### src/rtl/regfile_wb_pkg.sv
`default_nettype none
// ============================================================================
// Module      : regfile_wb_pkg
// Description : Shared widths and the write-request record used by both
//               producers, the writeback queue and the controller.
// Revision    : 1.0  initial release
// ============================================================================
package regfile_wb_pkg;

  localparam int REG_AW   = 3;
  localparam int REG_DW   = 16;
  localparam int NUM_REGS = 2 ** REG_AW;

  // One register write: destination plus value.
  typedef struct packed {
    logic [REG_AW-1:0] adr;
    logic [REG_DW-1:0] data;
  } wr_req_t;

  localparam int c_REQ_W = REG_AW + REG_DW;

endpackage
`default_nettype wire

### src/rtl/regfile_wb_fifo.sv
`default_nettype none
// ============================================================================
// Module      : wb_fifo
// Description : DEPTH x WIDTH circular buffer with push/pop, occupancy count
//               and full/empty flags. Pointers wrap at DEPTH, so DEPTH does
//               not need to be a power of two.
// Revision    : 1.0  initial release
// ============================================================================
module wb_fifo
  import regfile_wb_pkg::*;
#(
  parameter int DEPTH = 4,
  parameter int WIDTH = c_REQ_W
) (
  input  logic             clk,
  input  logic             rst,
  input  logic             i_push,
  input  logic [WIDTH-1:0] i_wr_data,
  input  logic             i_pop,
  output logic [WIDTH-1:0] o_rd_data,
  output logic [2:0]       o_count,
  output logic             o_full,
  output logic             o_empty
);

  localparam int c_PW = $clog2(DEPTH);

  logic [c_PW-1:0]  r_wr_ptr;
  logic [c_PW-1:0]  r_rd_ptr;
  logic [2:0]       r_count;
  logic [WIDTH-1:0] r_mem [DEPTH];
  logic             w_do_push;
  logic             w_do_pop;

  function automatic logic [c_PW-1:0] f_next(input logic [c_PW-1:0] p);
    return (p == c_PW'(DEPTH - 1)) ? '0 : p + c_PW'(1);
  endfunction

  // Overflow/underflow requests are ignored so the pointers never corrupt.
  assign w_do_push = i_push && !o_full;
  assign w_do_pop  = i_pop && !o_empty;

  assign o_full    = (r_count == 3'(DEPTH));
  assign o_empty   = (r_count == 3'd0);
  assign o_count   = r_count;
  assign o_rd_data = r_mem[r_rd_ptr];

  // Pointer and occupancy bookkeeping; push and pop together keep count.
  always_ff @(posedge clk or posedge rst) begin
    if (rst) begin
      r_wr_ptr <= '0;
      r_rd_ptr <= '0;
      r_count  <= 3'd0;
    end else begin
      if (w_do_push) r_wr_ptr <= f_next(r_wr_ptr);
      if (w_do_pop)  r_rd_ptr <= f_next(r_rd_ptr);
      case ({w_do_push, w_do_pop})
        2'b10:   r_count <= r_count + 3'd1;
        2'b01:   r_count <= r_count - 3'd1;
        default: r_count <= r_count;
      endcase
    end
  end

  // Storage needs no reset: an entry is only read after it was written.
  always_ff @(posedge clk) begin
    if (w_do_push) r_mem[r_wr_ptr] <= i_wr_data;
  end

endmodule
`default_nettype wire

### src/rtl/regfile_wb.sv
`default_nettype none
// ============================================================================
// Module      : regfile_wb
// Description : Writeback controller for the 8x16 register file. Arbitrates
//               load/ALU write requests (load wins), queues them in order,
//               retires one write per cycle and keeps a per-register
//               pending-write scoreboard for RAW stall detection.
//               AW/DW must match the package widths of wr_req_t.
// Revision    : 1.0  initial release
// ============================================================================
module regfile_wb
  import regfile_wb_pkg::*;
#(
  parameter int DEPTH = 4,
  parameter int DW    = REG_DW,
  parameter int AW    = REG_AW
) (
  input  logic            clock,
  input  logic            reset,
  input  logic            a_valid,
  output logic            a_ready,
  input  logic [AW-1:0]   a_adr,
  input  logic [DW-1:0]   a_data,
  input  logic            m_valid,
  output logic            m_ready,
  input  logic [AW-1:0]   m_adr,
  input  logic [DW-1:0]   m_data,
  input  logic            hold,
  output logic [AW-1:0]   w_adr,
  output logic [DW-1:0]   w,
  output logic            we,
  output logic [2**AW-1:0] pend,
  output logic [2:0]      count
);

  logic                w_full;
  logic                w_empty;
  logic                w_push;
  logic                w_pop;
  wr_req_t             w_push_req;
  wr_req_t             w_head;
  logic [c_REQ_W-1:0]  w_head_bits;

  // Readiness depends only on the registered occupancy, never on a pop.
  assign m_ready = !w_full;
  assign a_ready = !w_full && !m_valid;
  assign w_push  = (m_valid && m_ready) || (a_valid && a_ready);
  assign w_pop   = !w_empty && !hold;

  // Load has priority; when the ALU is accepted m_valid is necessarily low.
  always_comb begin
    w_push_req      = '0;
    w_push_req.adr  = m_valid ? m_adr  : a_adr;
    w_push_req.data = m_valid ? m_data : a_data;
  end

  assign w_head = w_head_bits;

  wb_fifo #(
    .DEPTH (DEPTH),
    .WIDTH (c_REQ_W)
  ) u_fifo (
    .clk       (clock),
    .rst       (reset),
    .i_push    (w_push),
    .i_wr_data (w_push_req),
    .i_pop     (w_pop),
    .o_rd_data (w_head_bits),
    .o_count   (count),
    .o_full    (w_full),
    .o_empty   (w_empty)
  );

  // Register-file write port: one-cycle we pulse per retired entry.
  always_ff @(posedge clock or posedge reset) begin
    if (reset) begin
      we    <= 1'b0;
      w_adr <= '0;
      w     <= '0;
    end else if (w_pop) begin
      we    <= 1'b1;
      w_adr <= w_head.adr;
      w     <= w_head.data;
    end else begin
      we    <= 1'b0;
    end
  end

  // Scoreboard: counts queued writes per register, cleared at the pop edge.
  for (genvar gi = 0; gi < 2 ** AW; gi++) begin : g_sb
    logic       w_inc;
    logic       w_dec;
    logic [2:0] r_cnt;

    assign w_inc    = w_push && (w_push_req.adr == AW'(gi));
    assign w_dec    = w_pop && (w_head.adr == AW'(gi));
    assign pend[gi] = (r_cnt != 3'd0);

    // Simultaneous inc and dec cancel out.
    always_ff @(posedge clock or posedge reset) begin
      if (reset) r_cnt <= 3'd0;
      else       r_cnt <= r_cnt + 3'(w_inc) - 3'(w_dec);
    end
  end

endmodule
`default_nettype wire
### config.mk
export PLATFORM = sky130hd
export DESIGN_NAME = regfile_wb
export DESIGN_NICKNAME = d
export VERILOG_FILES = /design/src/rtl/regfile_wb_pkg.sv /design/src/rtl/regfile_wb_fifo.sv /design/src/rtl/regfile_wb.sv
export SDC_FILE = /design/constraint.sdc
export NUM_CORES = 1
export LEC_CHECK = 0
export ABC_CLOCK_PERIOD_IN_PS = 3800
export BUFFER_PORTS_ARGS = -buffer_cell sky130_fd_sc_hd__buf_2
export CELL_PAD_IN_SITES_DETAIL_PLACEMENT = 2
export CELL_PAD_IN_SITES_GLOBAL_PLACEMENT = 2
export CORE_MARGIN = 4
export CORE_UTILIZATION = 30
export CTS_CLUSTER_DIAMETER = 60
export CTS_CLUSTER_SIZE = 28
export DETAILED_ROUTE_END_ITERATION = 16
export PLACE_DENSITY_LB_ADDON = 0.1
export SKIP_CTS_REPAIR_TIMING = 1
export SLEW_MARGIN = 20
export SYNTH_ARGS = -nofsm -noshare
export SYNTH_HDL_FRONTEND = slang
export SYNTH_HIERARCHICAL = 1
export SYNTH_SLANG_ARGS = --single-unit
### constraint.sdc
create_clock -name clock -period 3.8 [get_ports clock]
set_input_delay 0.76 -clock clock [delete_from_list [all_inputs] [get_ports clock]]
set_output_delay 0.76 -clock clock [all_outputs]
set_load 0.02 [all_outputs]
---- Yosys cells after proc, flatten, opt, wreduce, memory -nomap -nowiden ----
Memories as Yosys holds them, arrays and structs flattened.
Cells that the tools add are included.
operators by class
  add/sub/neg operators ................... 20
  multipliers ............................. 0
  divide/modulo/power cells ............... 0
  magnitude comparators ................... 0
  equal/unequal tests ..................... 19
  shift operators ......................... 0
  muxes and demuxes ....................... 8
  bitwise gates (word level) .............. 0
  reductions and logical operators ........ 39
operators by type and width
  kind                   count
  $eq A3 B3 Y1 const B   9
  $add A3 B1 Y3          8
  $reduce_bool A3 Y1     8
  $sub A3 B1 Y3          8
  $logic_and A1 B1 Y1    22
  $mux W16               1
  $eq A3 B2 Y1 const B   4
  $logic_not A3 Y1       3
  $eq A2 B2 Y1 const B   3
  $eq A3 B1 Y1 const B   2
  $pmux W3 S2            1
  $add A2 B1 Y2 const B  2
  $logic_not A1 Y1       4
  $mux W2                2
  $add A3 B1 Y3 const B  1
  $mux W1                3
  $mux W3                1
  $sub A3 B1 Y3 const B  1
  $eq A2 B1 Y1 const B   1
  $reduce_bool A2 Y1     1
  $logic_or A1 B1 Y1     1
word-level totals
  register bits ........................... 51
  bits in latches ......................... 0
  memory bits (writable) .................. 76
  ROM bits ................................ 0
  input bits .............................. 43
  output and inout port bits .............. 33
  word-level logic and storage cells ...... 101
  memories kept ........................... 1
memories
  name          depth  width  read ports  clocked after Yosys merged registers in  wr ports  line                   source
  u_fifo.r_mem  4      19     1           0                                        1         regfile_wb_fifo.sv:31  logic [WIDTH-1:0] r_mem [DEPTH];

---- Depth between registers and ports, before layout ----
Gate-level depths: netlist of run 1.
  depth after elaboration ................. 8
  gate-level depth with buffers ........... 13
  depth with buffers taken out ............ 11

---- Hierarchy ----
The synthesis of run 1 kept the hierarchy.
by module, submodules not included
  module      instances  cells each  area each (µm²)  seq. area each (µm²)
  wb_fifo     1          140         3228.1           2457.4
  regfile_wb  1          203         2497.4           1101.1

---- Worst setup path after synthesis of run 1 ----
Ideal clock, no wire load.
  path kind ............................... reg2reg
  from .................................... register u_fifo.r_rd_ptr[0]
  to ...................................... register g_sb[3].r_cnt[2]
  library setup time ...................... 0.080 ns
  arrival ................................. 2.612 ns
  data required time ...................... 3.720 ns
  slack ................................... 1.108 ns
  cell stages (with the launch flop) ...... 11
  buffers on the path ..................... 1
  clock period less this slack ............ 2.692 ns
  path through ............................ dfrtp_1 -> buf_6 -> mux4_2 -> or3b_1 -> nor2_1 -> ha_1 -> inv_1 -> ha_1 -> fa_1 -> xnor2_1 -> xnor2_1
RTL lines
  what                    line                   source
  start, declared         regfile_wb_fifo.sv:29  logic [c_PW-1:0] r_rd_ptr;
  start signal, assigned  regfile_wb_fifo.sv:56  if (w_do_pop) r_rd_ptr <= f_next(r_rd_ptr);
  end signal, assigned    regfile_wb.sv:102      else r_cnt <= r_cnt + 3'(w_inc) - 3'(w_dec);
  end, declared           regfile_wb.sv:93       logic [2:0] r_cnt;

==> flow_summary_export.csv, run 1 <==
group,metric,value,unit
status,status,"completed",
clock_network,htree_levels,4,
layout,fillers,1897,
grt,antenna_found_initial,0,
timing,finalCritPeriodShare,0.7844,
clock_network,clock_latency,410,ps
grt,grt_pass1_wl,19620,um
synth,syn-num-nets,417,
synth,synth_most_common_cell,"edfxtp_1",
layout,finalNonFillerCells,678,
synth,avgSynthCellArea,16.69,um^2
worst_setup_path,end_kind,"register",
route,viasPerCell,4.558,
route,vias,3090,
route,avgRoutedWirePerCell,18.10,um
clock_network,cts_tree,"built",
timing,fin_tns_setup,0,ps
route,initialDrtViolationCount,78,
timing,report.final.slew_viol_count,0,
grt,grt_pass1_vias,3519,
synth,synth_top_cell_area_share,0.3986,
timing,setup_viol,0,
clock_network,cts-root-buf,"clkbuf_16",
pwr,p_per_area,846.6,mW/mm^2
synth,synth_ff_type,"edfxtp_1",
layout,drive_gt1_frac,0.3829,
floorplanning,rows,50,
placed_design,dp_cells,646,
worst_setup_path,crit_arrival,3310,ps
layout,diodes,0,
timing,rsz0062_at_grt,"no",
route,drcViolationCount,0,
floorplanning,core_area,0.01877,mm^2
placed_design,hpwlAfterDp,8508,um
layout,nets,505,
run,drv_cap,0,
synth,ys_ff_latch,127,
floorplanning,dieArea,0.02136,mm^2
timing,max_slew_margin,0.4453,
timing,max_freq,0.3355,GHz
worst_setup_path,cp_cell_sequence,"mux4_2 -> nand2b_1 -> nor3_1 -> ha_1 -> inv_1 -> ha_1 -> inv_1 -> fa_1 -> xnor2_1 -> xnor2_1",
layout,syn_to_final_growth,20.45,%
timing,tightest_slew,830.9,ps
worst_setup_path,critical-path-slowest-cell,"mux4_2",
worst_setup_path,cpPeakStageDelay,640,ps
layout,design_area,0.006897,mm^2
timing,fin_worst_skew,10.11,ps
floorplanning,die_x,146.2,um
grt,grt_use_total,0.1211,
synth,async_flop_share,0.4016,
floorplanning,io_pins,76,
placed_design,port-buffer-count,75,
pwr,cellLeakagePower,2.763,nW
synth,synth_cells,343,
clock_network,cts_buffers,17,
timing,finalHoldViolCount,0,
synth,synth-seq-area-share,0.6215,
hold_path,hold_path_class,"input port to async pin",
placed_design,gp_congestion,0.6792,
synth,synth_common_cells,"76 x edfxtp_1, 51 x dfrtp_1, 43 x inv_1, 22 x ha_1, 19 x mux4_2",
worst_setup_path,criticalPathCategory,"register to register",
synth,synth_cell_types,38,
grt,grt_remaining_overflow,0,
route,wl,12270,um
clock_network,clockBufferDepth,2,
floorplanning,die_y,146.2,um
synth,synth_largest_area_cell,"edfxtp_1",
pwr,irDropWorstVdd,0.3035,mV
worst_setup_path,critPathLaunchType,"register",
worst_setup_path,path_buf_inv,2,
worst_setup_path,required,4130,ps
clock_network,clkTransAtPathRegs,60,ps
layout,regArea,0.003558,mm^2
worst_setup_path,path_delay_family,"adder cells",
route,first_pass_iters,4,
synth,ys_warn_count,6,
synth,synth_edf_count,76,
placed_design,placed_cell_area,0.006355,mm^2
clock_network,cts_sinks,127,
synth,synth.cell_area,0.005725,mm^2
worst_setup_path,crit_fanout,7,
grt,grt_start_max_net_pins,33,
floorplanning,start_util,0.3051,
route,detail-route-antenna-nets,0,
timing,fin_crit,2981,ps
layout,multi_input_area,0.001923,mm^2
synth,yosys-top-cells-area,"edfxtp_1 40%, dfrtp_1 22%, mux4_2 7.5%",
path summary, 6_finish.rpt:
path / slack, ps / start / cells after the start / end
hold reg to reg: 470 / g_sb[2].r_cnt[2] / 1 / g_sb[2].r_cnt[2]
hold / removal: 330 / reset / 2 / u_fifo/o_count[0]
setup / recovery: 820 / u_fifo/r_rd_ptr[0] / 10 / g_sb[2].r_cnt[2]
min in group clock: 470 / g_sb[2].r_cnt[2] / 1 / g_sb[2].r_cnt[2]
max in group asynchronous: 2560 / reset / 3 / w_adr[0]
setup reg to reg: 820 / u_fifo/r_rd_ptr[0] / 10 / g_sb[2].r_cnt[2]
sequential cells by signal, indices dropped and copies added (netlist names):
name and cells:
u_fifo/r_mem 76, g_sb.r_cnt 24, w 16, u_fifo/o_count 3, w_adr 3, u_fifo/r_rd_ptr 2
u_fifo/r_wr_ptr 2, we 1
where the power goes:
| part | internal [W] | leakage [nW] | total, W | switching (W) |
|---|---|---|---|---|
| clock | 0.000844 | 0.257 | 0.00148 | 0.000636 |
| sequential | 0.00205 | 1.30 | 0.00234 | 0.000283 |
| combinational | 0.000909 | 1.21 | 0.00202 | 0.00111 |
kinds of logic after synthesis:
| family | after synthesis | share of synthesized area |
|---|---|---|
| simple gates | 40 | 0.04589 |
| buf+inv | 56 | 0.04261 |
| compound gates | 10 | 0.02098 |
| xor+xnor | 19 | 0.02906 |
| flops | 127 | 0.6215 |
| fa+ha+maj | 31 | 0.07954 |
| mux | 60 | 0.1604 |
layout make-up:
class / instances / area share
flip-flops and latches: 127 / 0.5160
multi-input cells: 160 / 0.2788
clock buffers: 18 / 0.06223
repair buffers: 79 / 0.05878
well taps: 234 / 0.04245
inverters: 46 / 0.02540
clock inverters: 14 / 0.01633
cell usage in the layout, fill, tap and decap left out, drive strengths merged, types with 9 or more instances in the layout:
cell    netlist  routed
mux2         38      38
mux4         19      19
clkbuf        2      18
buf           8      79
xnor2        15      15
fa            9       9
ha           22      22
dfrtp        51      51
edfxtp       76      76
inv          46      50
nor2          9       9
layer usage:
layer / part of all wire / vias up / global-route usage
li1: - / 1422 / -
met1: 0.45 / 1599 / 0.1524
met2: 0.50 / 54 / 0.1998
met3: 0.034 / 15 / 0.03259
met4: 0.015 / 0 / 0.04657
met5: 0 / - / 0
through the flow:
stage | hold WS [ps] | power [W] | util | setup slack [ps]
6_report | 330.1 | 0.005839 | 0.3675 | 819.2
2_1_floorplan | 439.6 | 0.003819 | - | 1108
5_1_grt | 327.8 | 0.006274 | 0.3675 | 588.0
3_5_place_dp | 461.9 | 0.004480 | 0.3386 | 737.4
3_3_place_gp | 453.6 | 0.004375 | 0.3386 | 812.6
4_1_cts | 310.0 | 0.005999 | 0.3675 | 721.6
No activity file was read; power rests on OpenSTA's default activity.
==> run 2, diff against run 1 <==
- ABC_CLOCK_PERIOD_IN_PS: 3800 -> 2900
- clock period: 3.8 -> 2.9 ns (I/O delays scaled with it)
==> flow_summary_export.csv, run 2 (synthesized netlist as in run 1, its figures left out) <==
group,metric,value,unit
status,status,"completed",
pwr,irDropWorstVdd,0.4716,mV
worst_setup_path,required,3230,ps
pwr,p_per_area,1117,mW/mm^2
hold_path,hold_path_class,"input port to async pin",
layout,nets,515,
layout,syn_to_final_growth,22.46,%
clock_network,clock_latency,420,ps
worst_setup_path,critPathLaunchType,"register",
floorplanning,start_util,0.3051,
grt,grt_start_max_net_pins,23,
timing,rsz0062_at_grt,"yes",
route,initialDrtViolationCount,113,
clock_network,cts-root-buf,"clkbuf_16",
grt,antenna_found_initial,0,
floorplanning,dieArea,0.02136,mm^2
run,drv_cap,0,
clock_network,clockBufferDepth,2,
clock_network,cts_sinks,127,
pwr,clock_power_share,0.256,
route,first_pass_iters,4,
floorplanning,die_y,146.2,um
placed_design,placed_cell_area,0.006430,mm^2
floorplanning,rows,50,
timing,whs,52.11,ps
timing,tightest_slew,598.0,ps
pwr,cellLeakagePower,2.825,nW
pwr,p_sw_frac,0.3424,
worst_setup_path,crit_arrival,3090,ps
floorplanning,io_pins,76,
route,drcViolationCount,0,
worst_setup_path,end_kind,"register",
grt,grt_remaining_overflow,0,
layout,design_area,0.007012,mm^2
timing,finalCritPeriodShare,0.9489,
placed_design,gp_congestion,0.6957,
pwr,p_sw,0.002682,W
clock_network,htree_levels,4,
clock_network,clkTransAtPathRegs,60,ps
timing,max_slew_margin,0.6013,
route,avgRoutedWirePerCell,18.42,um
timing,fin_worst_skew,11.50,ps
grt,grt_use_total,0.1287,
layout,diodes,0,
route,wl,12670,um
timing,max_freq,0.3634,GHz
timing,finalHoldViolCount,0,
placed_design,hpwlAfterDp,8912,um
layout,most-common-layout-cells,"76 x edfxtp_1, 75 x buf_2, 50 x dfrtp_1",
clock_network,cts_buffers,17,
grt,grt_pass1_wl,20900,um
layout,top_regs,"u_fifo/r_mem: 76 flops, g_sb.r_cnt: 24 flops, w: 16 flops",
layout,final_common_cell,"edfxtp_1",
worst_setup_path,criticalPathCategory,"register to register",
pwr,p_int,0.005150,W
pwr,power,0.007832,W
layout,largest_reg_flops,76,
layout,drive_gt1_frac,0.4097,
layout,finalNonFillerCells,688,
pwr,power_frac_seq,0.389,
grt,grt_pass1_vias,3665,
worst_setup_path,crit_fanout,5,
pwr,combPwrFrac,0.355,
layout,top_register,"u_fifo/r_mem",
floorplanning,core_area,0.01877,mm^2
placed_design,port-buffer-count,75,
timing,report.final.slew_viol_count,0,
timing,setup_viol,0,
route,vias,3137,
timing,fin_crit,2752,ps
route,viasPerCell,4.560,
floorplanning,die_x,146.2,um
placed_design,dp_cells,656,
route,detail-route-antenna-nets,0,
layout,fin_util,0.3736,
clock_network,cts_tree,"built",
run 2: critical path, cell delays in order, from the launching register on:
cell and delay, ps:
dfrtp_2 460, mux4_2 390, or3b_4 420, nor3_1 270, ha_1 180, inv_1 40, ha_1 200, fa_1 370
xor2_1 190, xnor2_1 140
run 2: area by class of cell:
cell class                      instances  area (um^2)
Clock inverter                         13        113.9
Inverter                               46        175.2
Multi-Input combinational cell        160         1947
Fill cell                            1896        11760
Tap cell                              234        292.8
Clock buffer                           19        442.9
Sequential cell                       127         3560
Timing Repair Buffer                   89        480.5
run 2: power by group through the flow:
stage	clock network [W]	logic [W]	registers (W)
final	0.00200	0.00278	0.00305
after global routing	0.00215	0.00314	0.00315
after CTS	0.00207	0.00286	0.00307
after detailed placement	0	0.00285	0.00310
after global placement	0	0.00274	0.00306
after floorplan	0	0.00183	0.00317
run 2: metal layers:
metal | part of all wire | up-vias | global-route usage
met4 | 0.012 | 0 | 0.04657
met1 | 0.45 | 1637 | 0.1650
met2 | 0.50 | 55 | 0.2088
li1 | - | 1431 | -
met5 | 0 | - | 0
met3 | 0.037 | 14 | 0.03662
run 2: final timing paths:
check | start | to | slack, ps | cells after the start
setup reg to reg | u_fifo/r_rd_ptr[0] | g_sb[1].r_cnt[2] | 150 | 9
max in group asynchronous | reset | g_sb[0].r_cnt[0] | 2310 | 3
hold / removal | reset | g_sb[5].r_cnt[1] | 50 | 2
min in group clock | hold | w_adr[0] | 460 | 3
hold reg to reg | g_sb[0].r_cnt[2] | g_sb[0].r_cnt[2] | 460 | 1
setup / recovery | u_fifo/r_rd_ptr[0] | g_sb[1].r_cnt[2] | 150 | 9
run 2: per-stage QoR:
step                TNS [ps]  setup WS, ps
floorplan                  0         208.2
global placement           0         18.85
detailed placement         0         7.803
CTS                   -16.75        -16.75
global route          -3.190        -3.190
finish                     0         148.2
==> run 3, diff against run 2 <==
- SYNTH_HIERARCHICAL: 1 -> default
==> flow_summary_export.csv, run 3 <==
group,metric,value,unit
timing,fin_tns_setup,0,ps
worst_setup_path,reg2reg_from,"u_fifo.r_rd_ptr[0]",
placed_design,port-buffer-count,75,
layout,drive_gt1_frac,0.3816,
floorplanning,dieArea,0.02109,mm^2
grt,grt_start_max_net_pins,43,
pwr,p_per_area,1115,mW/mm^2
worst_setup_path,cp-endpoint,"g_sb[6].r_cnt[2]",
timing,worst_slack,155.3,ps
timing,tightest_slew,611.3,ps
synth,synthAdderAreaFrac,0.08064,
hold_path,hold_path_class,"input port to async pin",
clock_network,clockBufferDepth,2,
floorplanning,die_y,145.2,um
synth,synth_cells,348,
clock_network,cts_tree,"built",
clock_network,htree_levels,4,
clock_network,cts_buffers,17,
synth,synth_top_cell_area_share,0.4041,
synth,synth_ff_type,"edfxtp_1",
worst_setup_path,r2r_end,"g_sb[6].r_cnt[2]",
clock_network,clkTransAtPathRegs,60,ps
synth,async_flop_share,0.4016,
route,initialDrtViolationCount,119,
synth,synth_common_cells,"76 x edfxtp_1, 51 x dfrtp_1, 40 x inv_1, 38 x mux2_2",
route,first_pass_iters,4,
timing,max_freq,0.3643,GHz
layout,largest_reg_flops,76,
grt,grt_pass1_wl,21140,um
synth,muxShareOfSynthArea,0.1608,
pwr,cellLeakagePower,2.829,nW
grt,grt_remaining_overflow,0,
synth,synth_cell_types,36,
synth,yosys-top-cells-area,"edfxtp_1 40%, dfrtp_1 23%, mux2_2 7.6%",
timing,finalHoldViolCount,0,
timing,max_slew_margin,0.5925,
timing,setup_viol,0,
worst_setup_path,critPathLaunchType,"register",
floorplanning,core_area,0.01821,mm^2
layout,syn_to_final_growth,21.73,%
grt,grt_pass1_vias,3651,
route,avgRoutedWirePerCell,18.79,um
worst_setup_path,reg2regPathDepth,10,
timing,rsz0062_at_grt,"no",
grt,grt_use_met3,0.04116,
synth,syn-num-nets,422,
grt,grtUsageMet1,0.1570,
synth,synth_edf_count,76,
floorplanning,io_pins,76,
worst_setup_path,end_kind,"register",
route,vias,3163,
worst_setup_path,criticalPathCategory,"register to register",
route,detail-route-antenna-nets,0,
synth,synth_top_family_by_area,"multiplexers",
synth,synthSimpleGateAreaFrac,0.05073,
synth,avgSynthCellArea,16.23,um^2
synth,synth-seq-area-share,0.6300,
placed_design,pre_cts_slack,42.48,ps
pwr,irDropWorstVdd,0.5440,mV
synth,synth_xor_area_frac,0.02946,
layout,most-common-layout-cells,"76 x edfxtp_1, 75 x buf_2, 50 x dfrtp_1",
layout,nets,517,
grt,grt_use_total,0.1318,
layout,top_regs,"u_fifo.r_mem: 76 flops, g_sb.r_cnt: 24 flops, w: 16 flops",
timing,report.final.slew_viol_count,0,
placed_design,hpwlAfterDp,8884,um
status,status,"completed",
synth,synth_largest_area_cell,"edfxtp_1",
worst_setup_path,required,3200,ps
floorplanning,start_util,0.3102,
clock_network,cts-root-buf,"clkbuf_16",
clock_network,clock_latency,420,ps
worst_setup_path,crit_arrival,3040,ps
layout,top_register,"u_fifo.r_mem",
floorplanning,rows,49,
worst_setup_path,r2r_slack,160,ps
route,wl,12870,um
grt,grt_use_met2,0.2288,
placed_design,gp_congestion,0.7241,
synth,synth_most_common_cell,"edfxtp_1",
grt,gr-max-usage-layer,"met2",
timing,fin_crit,2745,ps
clock_network,cts_sinks,127,
worst_setup_path,crit_fanout,4,
worst_setup_path,crit_start,"u_fifo.r_rd_ptr[0]",
route,drcViolationCount,0,
timing,finalCritPeriodShare,0.9464,
timing,fin_worst_skew,8.683,ps
layout,fillers,1829,
layout,diodes,0,
floorplanning,die_x,145.2,um
synth,synth_compound_area_frac,0.007754,
synth,synth.cell_area,0.005648,mm^2
run,drv_cap,0,
route,viasPerCell,4.618,
grt,antenna_found_initial,0,
synth,ys_ff_latch,127,
synth,ys_warn_count,0,
layout,final_common_cell,"edfxtp_1",
==> run 3: critical path, stage by stage, from the launching register on <==
cell and delay [ps]:
dfrtp_2 420, mux4_2 530, or3_4 370, nor2_1 130, ha_1 240, inv_1 60, ha_1 150, inv_1 50
fa_1 400, xnor2_2 150, xnor2_1 120
==> run 3: worst min-delay path by stage <==
stage                      from               end  cells past startpoint
2_1_floorplan  g_sb[1].r_cnt[2]  g_sb[1].r_cnt[2]                      1
3_3_place_gp   g_sb[1].r_cnt[2]  g_sb[1].r_cnt[2]                      1
3_5_place_dp   g_sb[0].r_cnt[2]  g_sb[0].r_cnt[2]                      1
4_1_cts                   reset              w[2]                      2
5_1_grt                   reset                we                      2
6_report                  reset              w[2]                      2
==> run 3: area by class of cell <==
type / count / area, um^2 / share of cell area
clock buffers: 19 / 432.9 / 0.06297
repair buffers: 87 / 465.4 / 0.06770
well taps: 229 / 286.5 / 0.04167
clock inverters: 13 / 115.1 / 0.01674
inverters: 40 / 150.1 / 0.02184
multi-input cells: 170 / 1866 / 0.2713
flip-flops and latches: 127 / 3560 / 0.5177
==> run 3: stage by stage <==
stage	hold WS [ps]	total power [W]	cell area, um^2	cells	util
2_1_floorplan	439.2	0.004893	5648	348	-
3_3_place_gp	455.2	0.005649	6309	651	0.3465
3_5_place_dp	459.8	0.005773	6311	651	0.3466
4_1_cts	86.94	0.007827	6859	683	0.3767
5_1_grt	94.75	0.008258	6875	685	0.3776
6_report	92.40	0.007665	6875	685	0.3776
==> run 3: report_power, final <==
part | internal, W | leakage [nW] | switching (W)
logic | 0.00122 | 1.27 | 0.00143
registers | 0.00268 | 1.30 | 0.000355
clock network | 0.00118 | 0.262 | 0.000810
==> run 3: cells by family (layout without fill, tap and decap cells) <==
kind of cell	after synthesis	in the layout
AO/OA/AOI/OAI	7	7
XOR/XNOR	19	19
adder cells (fa/ha/maj)	31	31
buffers and inverters	51	159
flip-flops	127	127
multiplexers	58	58
AND/OR/NAND/NOR	55	55
==> run 3: per-layer routing <==
| metal | routed length [um] | vias to the layer above |
|---|---|---|
| li1 | - | 1438 |
| met1 | 5471 | 1647 |
| met2 | 6747 | 65 |
| met3 | 462 | 13 |
| met4 | 191 | 0 |
| met5 | 0 | - |
